===== src/rtl/gameport_pkg.sv =====
// Shared types and constants for the game-port CPU front end.
package gameport_pkg;
    typedef enum logic [1:0] {GP_IDLE, GP_PULSE, GP_GAP} gp_state_t;
    localparam int         GP_AXIS_BITS = 4;
    localparam logic [7:0] GP_FLOAT     = 8'hFF;
endpackage


===== src/rtl/gameport_trigger_fsm.sv =====
// Trigger pulse generator for the joystick one-shots plus the per-axis timeout mask.
//   state    | meaning
//   GP_IDLE  | joy_en low, waiting for a CPU write
//   GP_PULSE | joy_en high for EN_WIDTH clocks
//   GP_GAP   | joy_en forced low GAP_WIDTH clocks before a re-trigger pulse
module gameport_trigger_fsm
    import gameport_pkg::*;
#(
    parameter int EN_WIDTH  = 8,
    parameter int GAP_WIDTH = 2,
    parameter int TIMEOUT   = 0
) (
    input  logic                    clk,
    input  logic                    reset,
    input  logic                    wr_start,
    input  logic [GP_AXIS_BITS-1:0] joy_axes,
    output logic                    joy_en,
    output logic [GP_AXIS_BITS-1:0] axis_mask
);
    localparam logic [7:0]  EN_LAST  = 8'(EN_WIDTH - 1);
    localparam logic [7:0]  GAP_LAST = 8'(GAP_WIDTH - 1);
    localparam logic [23:0] TO_LIMIT = 24'(TIMEOUT);
    localparam logic        TO_ON    = (TIMEOUT != 0);

    gp_state_t               state_q, state_d;
    logic [7:0]              cnt_q, cnt_d;
    logic [23:0]             tcnt_q, tcnt_d;
    logic [GP_AXIS_BITS-1:0] axis_mask_q, axis_mask_d;
    logic                    armed_q, armed_d;
    logic                    joy_en_q, joy_en_d;
    logic                    trig;

    always_ff @(posedge clk) begin
        if (reset) begin
            state_q     <= GP_IDLE;
            cnt_q       <= '0;
            tcnt_q      <= '0;
            axis_mask_q <= '0;
            armed_q     <= 1'b0;
            joy_en_q    <= 1'b0;
        end else begin
            state_q     <= state_d;
            cnt_q       <= cnt_d;
            tcnt_q      <= tcnt_d;
            axis_mask_q <= axis_mask_d;
            armed_q     <= armed_d;
            joy_en_q    <= joy_en_d;
        end
    end

    always_comb begin
        state_d = state_q;
        cnt_d   = cnt_q;
        trig    = 1'b0;
        case (state_q)
            GP_IDLE: begin
                if (wr_start) begin
                    state_d = GP_PULSE;
                    cnt_d   = '0;
                    trig    = 1'b1;
                end
            end
            GP_PULSE: begin
                if (wr_start) begin
                    state_d = GP_GAP;
                    cnt_d   = '0;
                end else if (cnt_q == EN_LAST) begin
                    state_d = GP_IDLE;
                    cnt_d   = '0;
                end else begin
                    cnt_d = cnt_q + 8'd1;
                end
            end
            GP_GAP: begin
                // writes arriving here are absorbed into the pending pulse
                if (cnt_q == GAP_LAST) begin
                    state_d = GP_PULSE;
                    cnt_d   = '0;
                    trig    = 1'b1;
                end else begin
                    cnt_d = cnt_q + 8'd1;
                end
            end
            default: begin
                state_d = GP_IDLE;
                cnt_d   = '0;
            end
        endcase
    end

    always_comb begin
        joy_en_d    = (state_d == GP_PULSE);
        tcnt_d      = tcnt_q;
        axis_mask_d = axis_mask_q;
        armed_d     = armed_q;
        if (trig) begin
            tcnt_d      = '0;
            axis_mask_d = '0;
            armed_d     = TO_ON;
        end else begin
            if (tcnt_q != TO_LIMIT)
                tcnt_d = tcnt_q + 24'd1;
            // latch once per trigger: axes still high at timeout are treated as absent
            if (armed_q && (tcnt_q == TO_LIMIT)) begin
                axis_mask_d = joy_axes;
                armed_d     = 1'b0;
            end
        end
    end

    assign joy_en    = joy_en_q;
    assign axis_mask = axis_mask_q;
endmodule


===== src/rtl/gameport_bus_if.sv =====
// CPU I/O decode, cycle edge detection and read snapshot for the analog joystick port.
module gameport_bus_if
    import gameport_pkg::*;
#(
    parameter logic [15:0] BASE_ADDR = 16'h0200,
    parameter logic [15:0] ADDR_MASK = 16'hFFF8,
    parameter int          EN_WIDTH  = 8,
    parameter int          GAP_WIDTH = 2,
    parameter int          TIMEOUT   = 0
) (
    input  logic        clk,
    input  logic        reset,
    input  logic        enable,
    input  logic [15:0] io_addr,
    input  logic        io_read,
    input  logic        io_write,
    output logic [7:0]  io_rdata,
    output logic        io_rdata_oe,
    input  logic [7:0]  joy_d,
    output logic        joy_en,
    output logic        busy
);
    logic                    hit, rd_start, wr_start;
    logic                    io_read_q, io_read_d;
    logic                    io_write_q, io_write_d;
    logic                    oe_q, oe_d;
    logic [7:0]              snapshot_q, snapshot_d;
    logic                    triggered_q, triggered_d;
    logic [GP_AXIS_BITS-1:0] axis_mask;
    logic [GP_AXIS_BITS-1:0] unmasked;

    always_ff @(posedge clk) begin
        if (reset) begin
            io_read_q   <= 1'b0;
            io_write_q  <= 1'b0;
            oe_q        <= 1'b0;
            snapshot_q  <= GP_FLOAT;
            triggered_q <= 1'b0;
        end else begin
            io_read_q   <= io_read_d;
            io_write_q  <= io_write_d;
            oe_q        <= oe_d;
            snapshot_q  <= snapshot_d;
            triggered_q <= triggered_d;
        end
    end

    always_comb begin
        hit         = enable && ((io_addr & ADDR_MASK) == (BASE_ADDR & ADDR_MASK));
        rd_start    = io_read && !io_read_q && hit;
        wr_start    = io_write && !io_write_q && hit;
        io_read_d   = io_read;
        io_write_d  = io_write;
        unmasked    = joy_d[GP_AXIS_BITS-1:0] & ~axis_mask;
        // snapshot uses the pre-trigger mask when a read and write start together
        snapshot_d  = rd_start ? {joy_d[7:GP_AXIS_BITS], unmasked} : snapshot_q;
        oe_d        = rd_start || (oe_q && io_read && hit);
        triggered_d = triggered_q || wr_start;
    end

    gameport_trigger_fsm #(
        .EN_WIDTH (EN_WIDTH),
        .GAP_WIDTH(GAP_WIDTH),
        .TIMEOUT  (TIMEOUT)
    ) u_trigger_fsm (
        .clk      (clk),
        .reset    (reset),
        .wr_start (wr_start),
        .joy_axes (joy_d[GP_AXIS_BITS-1:0]),
        .joy_en   (joy_en),
        .axis_mask(axis_mask)
    );

    assign io_rdata_oe = oe_q;
    assign io_rdata    = oe_q ? snapshot_q : GP_FLOAT;
    assign busy        = triggered_q && (|unmasked);
endmodule


===== config.mk =====
export PLATFORM = sky130hd
export DESIGN_NAME = gameport_bus_if
export DESIGN_NICKNAME = d
export VERILOG_FILES = /design/src/rtl/gameport_pkg.sv /design/src/rtl/gameport_trigger_fsm.sv /design/src/rtl/gameport_bus_if.sv
export SDC_FILE = /design/constraint.sdc
export NUM_CORES = 1
export LEC_CHECK = 0
export BUFFER_PORTS_ARGS = -buffer_cell sky130_fd_sc_hd__buf_2
export CAP_MARGIN = 15
export CORE_MARGIN = 3
export CORE_UTILIZATION = 50
export DETAILED_ROUTE_END_ITERATION = 10
export PLACE_DENSITY = 0.77
export SYNTH_ARGS = -nofsm -noshare
export SYNTH_HDL_FRONTEND = slang
export SYNTH_SLANG_ARGS = --single-unit

===== constraint.sdc =====
create_clock -name clk -period 1.9 [get_ports clk]
set_input_delay 0.19 -clock clk [delete_from_list [all_inputs] [get_ports clk]]
set_output_delay 0.19 -clock clk [all_outputs]
set_load 0.01 [all_outputs]

==> flow_summary.ini <==
[clock_tree]
cts_root_buf = clkbuf_4
cts_sinks = 23
cts_tree = built
cts_made_buffers = 3
clockBufferDepth = 2
clk_pin_slew_ns = 0.13
cts.htree.levels = 1
hold_buffers = 0
clk_latency_ns = 0.31

[synth]
synth_area_per_cell_um2 = 9.30
async_flop_share_pct = 0
synth-main-ff-cell = dfxtp_1
synth_seq_cells = 23
yosysWarnings = 0
synthesis.nets = 172
synth_cells = 137
synth-edff-count = 0
synth_cell_types = 33
synth.cell_area_um2 = 1270
ys_seq_area_share_pct = 36.1

[floorplanning]
fp.coreArea_um2 = 2320
die_w_um = 56.5
die-height_um = 56.5
std_cell_rows = 17
die_area_um2 = 3190
io_pins = 40
start_util_pct = 54.9

[critical_path]
start_kind = flop
r2r-start = u_trigger_fsm.cnt_q[3]
ff2ff_path_depth = 5
rr_endpoint = u_trigger_fsm.cnt_q[5]
end_kind = flop
crit_arrival_ns = 1.98
endpoint = u_trigger_fsm.cnt_q[5]
crit_required_ns = 2.11
worstPathMaxFanout = 5
ff2ff_setup_slack_ns = 0.13
crit_type = flop to flop
critPathLaunch = u_trigger_fsm.cnt_q[3]

[sta]
fmax_ghz = 0.566
final.setup.tns_ns = 0
layout_setup_ws_ns = 0.132
clock_skew_ns = 0.00881
final-setup-viol-count = 0
hold_viol = 0
fin_crit_sh_pct = 93.1
min_period_ns = 1.77
drv_slew = 0
tightest_slew_ns = 0.428
slew_headroom_pct = 71.4

[placement]
gp_congestion = 0.792
port_buffers = 36
place_inst = 210
place_ws_ns = 0.0849
dpl.hpwl_um = 2110

[detailed_routing]
drt-vias-per-instance = 5.51
antenna_left = 0
wl_met2_um = 1290
topRoutingLayerUsed = met4
wl_met1_um = 1260
drt_iter0_markers = 70
drt_first_pass_iters = 4
wirelength_um = 2770
dr_wl_met3_um = 187
routed-via-count = 1184
post_drt_wl_per_cell_um = 12.9
drc = 0

[power]
power.switching_w = 0.000172
ir_drop_uv = 382
netSwitchingFraction_pct = 22.5
p_int_w = 0.000593
clock_power_share_pct = 28.9
seqPwrFrac_pct = 63.6
pwr-share-comb_pct = 7.5
design_power_total_w = 0.000764
p_leak_nw = 0.666
power.density_nw_per_um2 = 471

[job]
maxCapViolations = 0

[layout]
num-nets-final = 223
synthToLayoutAreaGrowth_pct = 27.4
diodes = 0
nFillCells = 184
drive_gt1_share_pct = 32.6
postLayoutCoreUtil_pct = 70.0
finalNonFillerCells = 215

[global_route]
antenna_found_initial = 0
grt_pass1_vias = 1086
grt_use_total_pct = 18.0
grt_max_degree = 25
grt-ovfl-total = 0
grt_first_pass_wirelength_um = 4660

[worst_hold_path]
whs_path_depth = 2
holdCritPathClass = primary input to flop

[outcome]
outcome = complete, no violations
[power groups by stage]
| stage | Combinational (W) | Sequential (W) | Clock [W] |
|---|---|---|---|
| 6_report | 0.0000576 | 0.000486 | 0.000221 |
| 5_1_grt | 0.0000630 | 0.000487 | 0.000248 |
| 4_1_cts | 0.0000577 | 0.000486 | 0.000232 |
| 3_5_place_dp | 0.0000574 | 0.000497 | 0 |
| 3_3_place_gp | 0.0000558 | 0.000497 | 0 |
| 2_1_floorplan | 0.0000204 | 0.000497 | 0 |
[per-stage QoR]
stage / hold slack, ns / instance area (um2)
2_1_floorplan: 0.270 / 1270
3_3_place_gp: 0.392 / 1570
3_5_place_dp: 0.400 / 1570
4_1_cts: 0.0652 / 1600
5_1_grt: 0.0741 / 1620
6_report: 0.0716 / 1620
[cells in the final DEF (no fill, tap or decap), types with 2 or more instances in the layout]
cell type / n
nand3_1: 2
clkbuf_4: 3
nor3b_1: 3
buf_2: 36
nor2b_1: 15
a22o_1: 3
nor3_1: 2
nor4b_2: 2
and2_1: 2
nand2_1: 7
nor4b_4: 2
dfxtp_1: 23
a21oi_1: 3
o22ai_1: 4
inv_1: 7
a211o_1: 8
ha_1: 6
nand4_1: 3
nand2b_1: 9
buf_4: 12
a31oi_1: 2
a32o_1: 2
and3_1: 5
nor2_1: 7
o21ai_0: 6
[synth_stat cells (all sizes together) (3+ instances only)]
library cell,count,area [um2]
dfxtp,23,460
nor2b,15,93.8
nand2b,9,56.3
a211o,8,70.1
inv,7,26.3
nand2,7,26.3
nor2,7,26.3
ha,6,75.1
o21ai,6,30.0
and3,5,31.3
nor4b,5,80.1
nor3b,4,41.3
o22ai,4,25.0
a21oi,3,15.0
a22o,3,26.3
a32o,3,30.0
nand4,3,18.8
[cell families after synthesis]
group,synth area share (%)
adder cells (fa/ha/maj),5.89
buffers and inverters,3.54
flip-flops,36.1
AO/OA/AOI/OAI,20.3
AND/OR/NAND/NOR,34.1
[worst max-delay path, stage by stage, from the launching register on]
cell and delay [ns]:
dfxtp_1 0.36, nor3_1 0.32, nand4_1 0.24, and3_1 0.27, o21a_1 0.22, a32o_1 0.26
[flip-flops by register name (all words and copies together) (netlist names)]
name                   flops
io_rdata_oe                1
io_read_q                  1
io_write_q                 1
snapshot_q                 8
triggered_q                1
u_trigger_fsm.cnt_q        8
u_trigger_fsm.joy_en       1
u_trigger_fsm.state_q      2
[final cells by class]
class,count,area (um2),share of cell area (%)
clock buffers,3,22.5,1.39
repair buffers,49,290,17.9
flip-flops and latches,23,460,28.4
clock inverters,1,5.00,0.308
well taps,28,35.0,2.16
inverters,7,26.3,1.62
multi-input cells,104,783,48.3
[what timing repair did]
| action | CTS | global route |
|---|---|---|
| setup buffers | 0 | 1 |
| resized for setup | 0 | 4 |
| setup endpoints to repair | 0 | 5 |
[metal layers]
layer | GRT usage (%) | up-vias
li1 | - | 603
met1 | 21.9 | 541
met2 | 30.2 | 36
met3 | 3.91 | 4
met4 | 7.80 | 0
met5 | 0 | -
[worst min path at each step]
stage	start	slack [ns]	endpoint
floorplan	reset	0.27	io_read_q
global placement	joy_d[7]	0.39	snapshot_q[7]
detailed placement	joy_d[6]	0.40	snapshot_q[6]
finish	joy_d[6]	0.07	snapshot_q[6]
CTS	joy_d[6]	0.07	snapshot_q[6]
global route	joy_d[4]	0.07	snapshot_q[4]
Power figures use the tool's default switching activity.
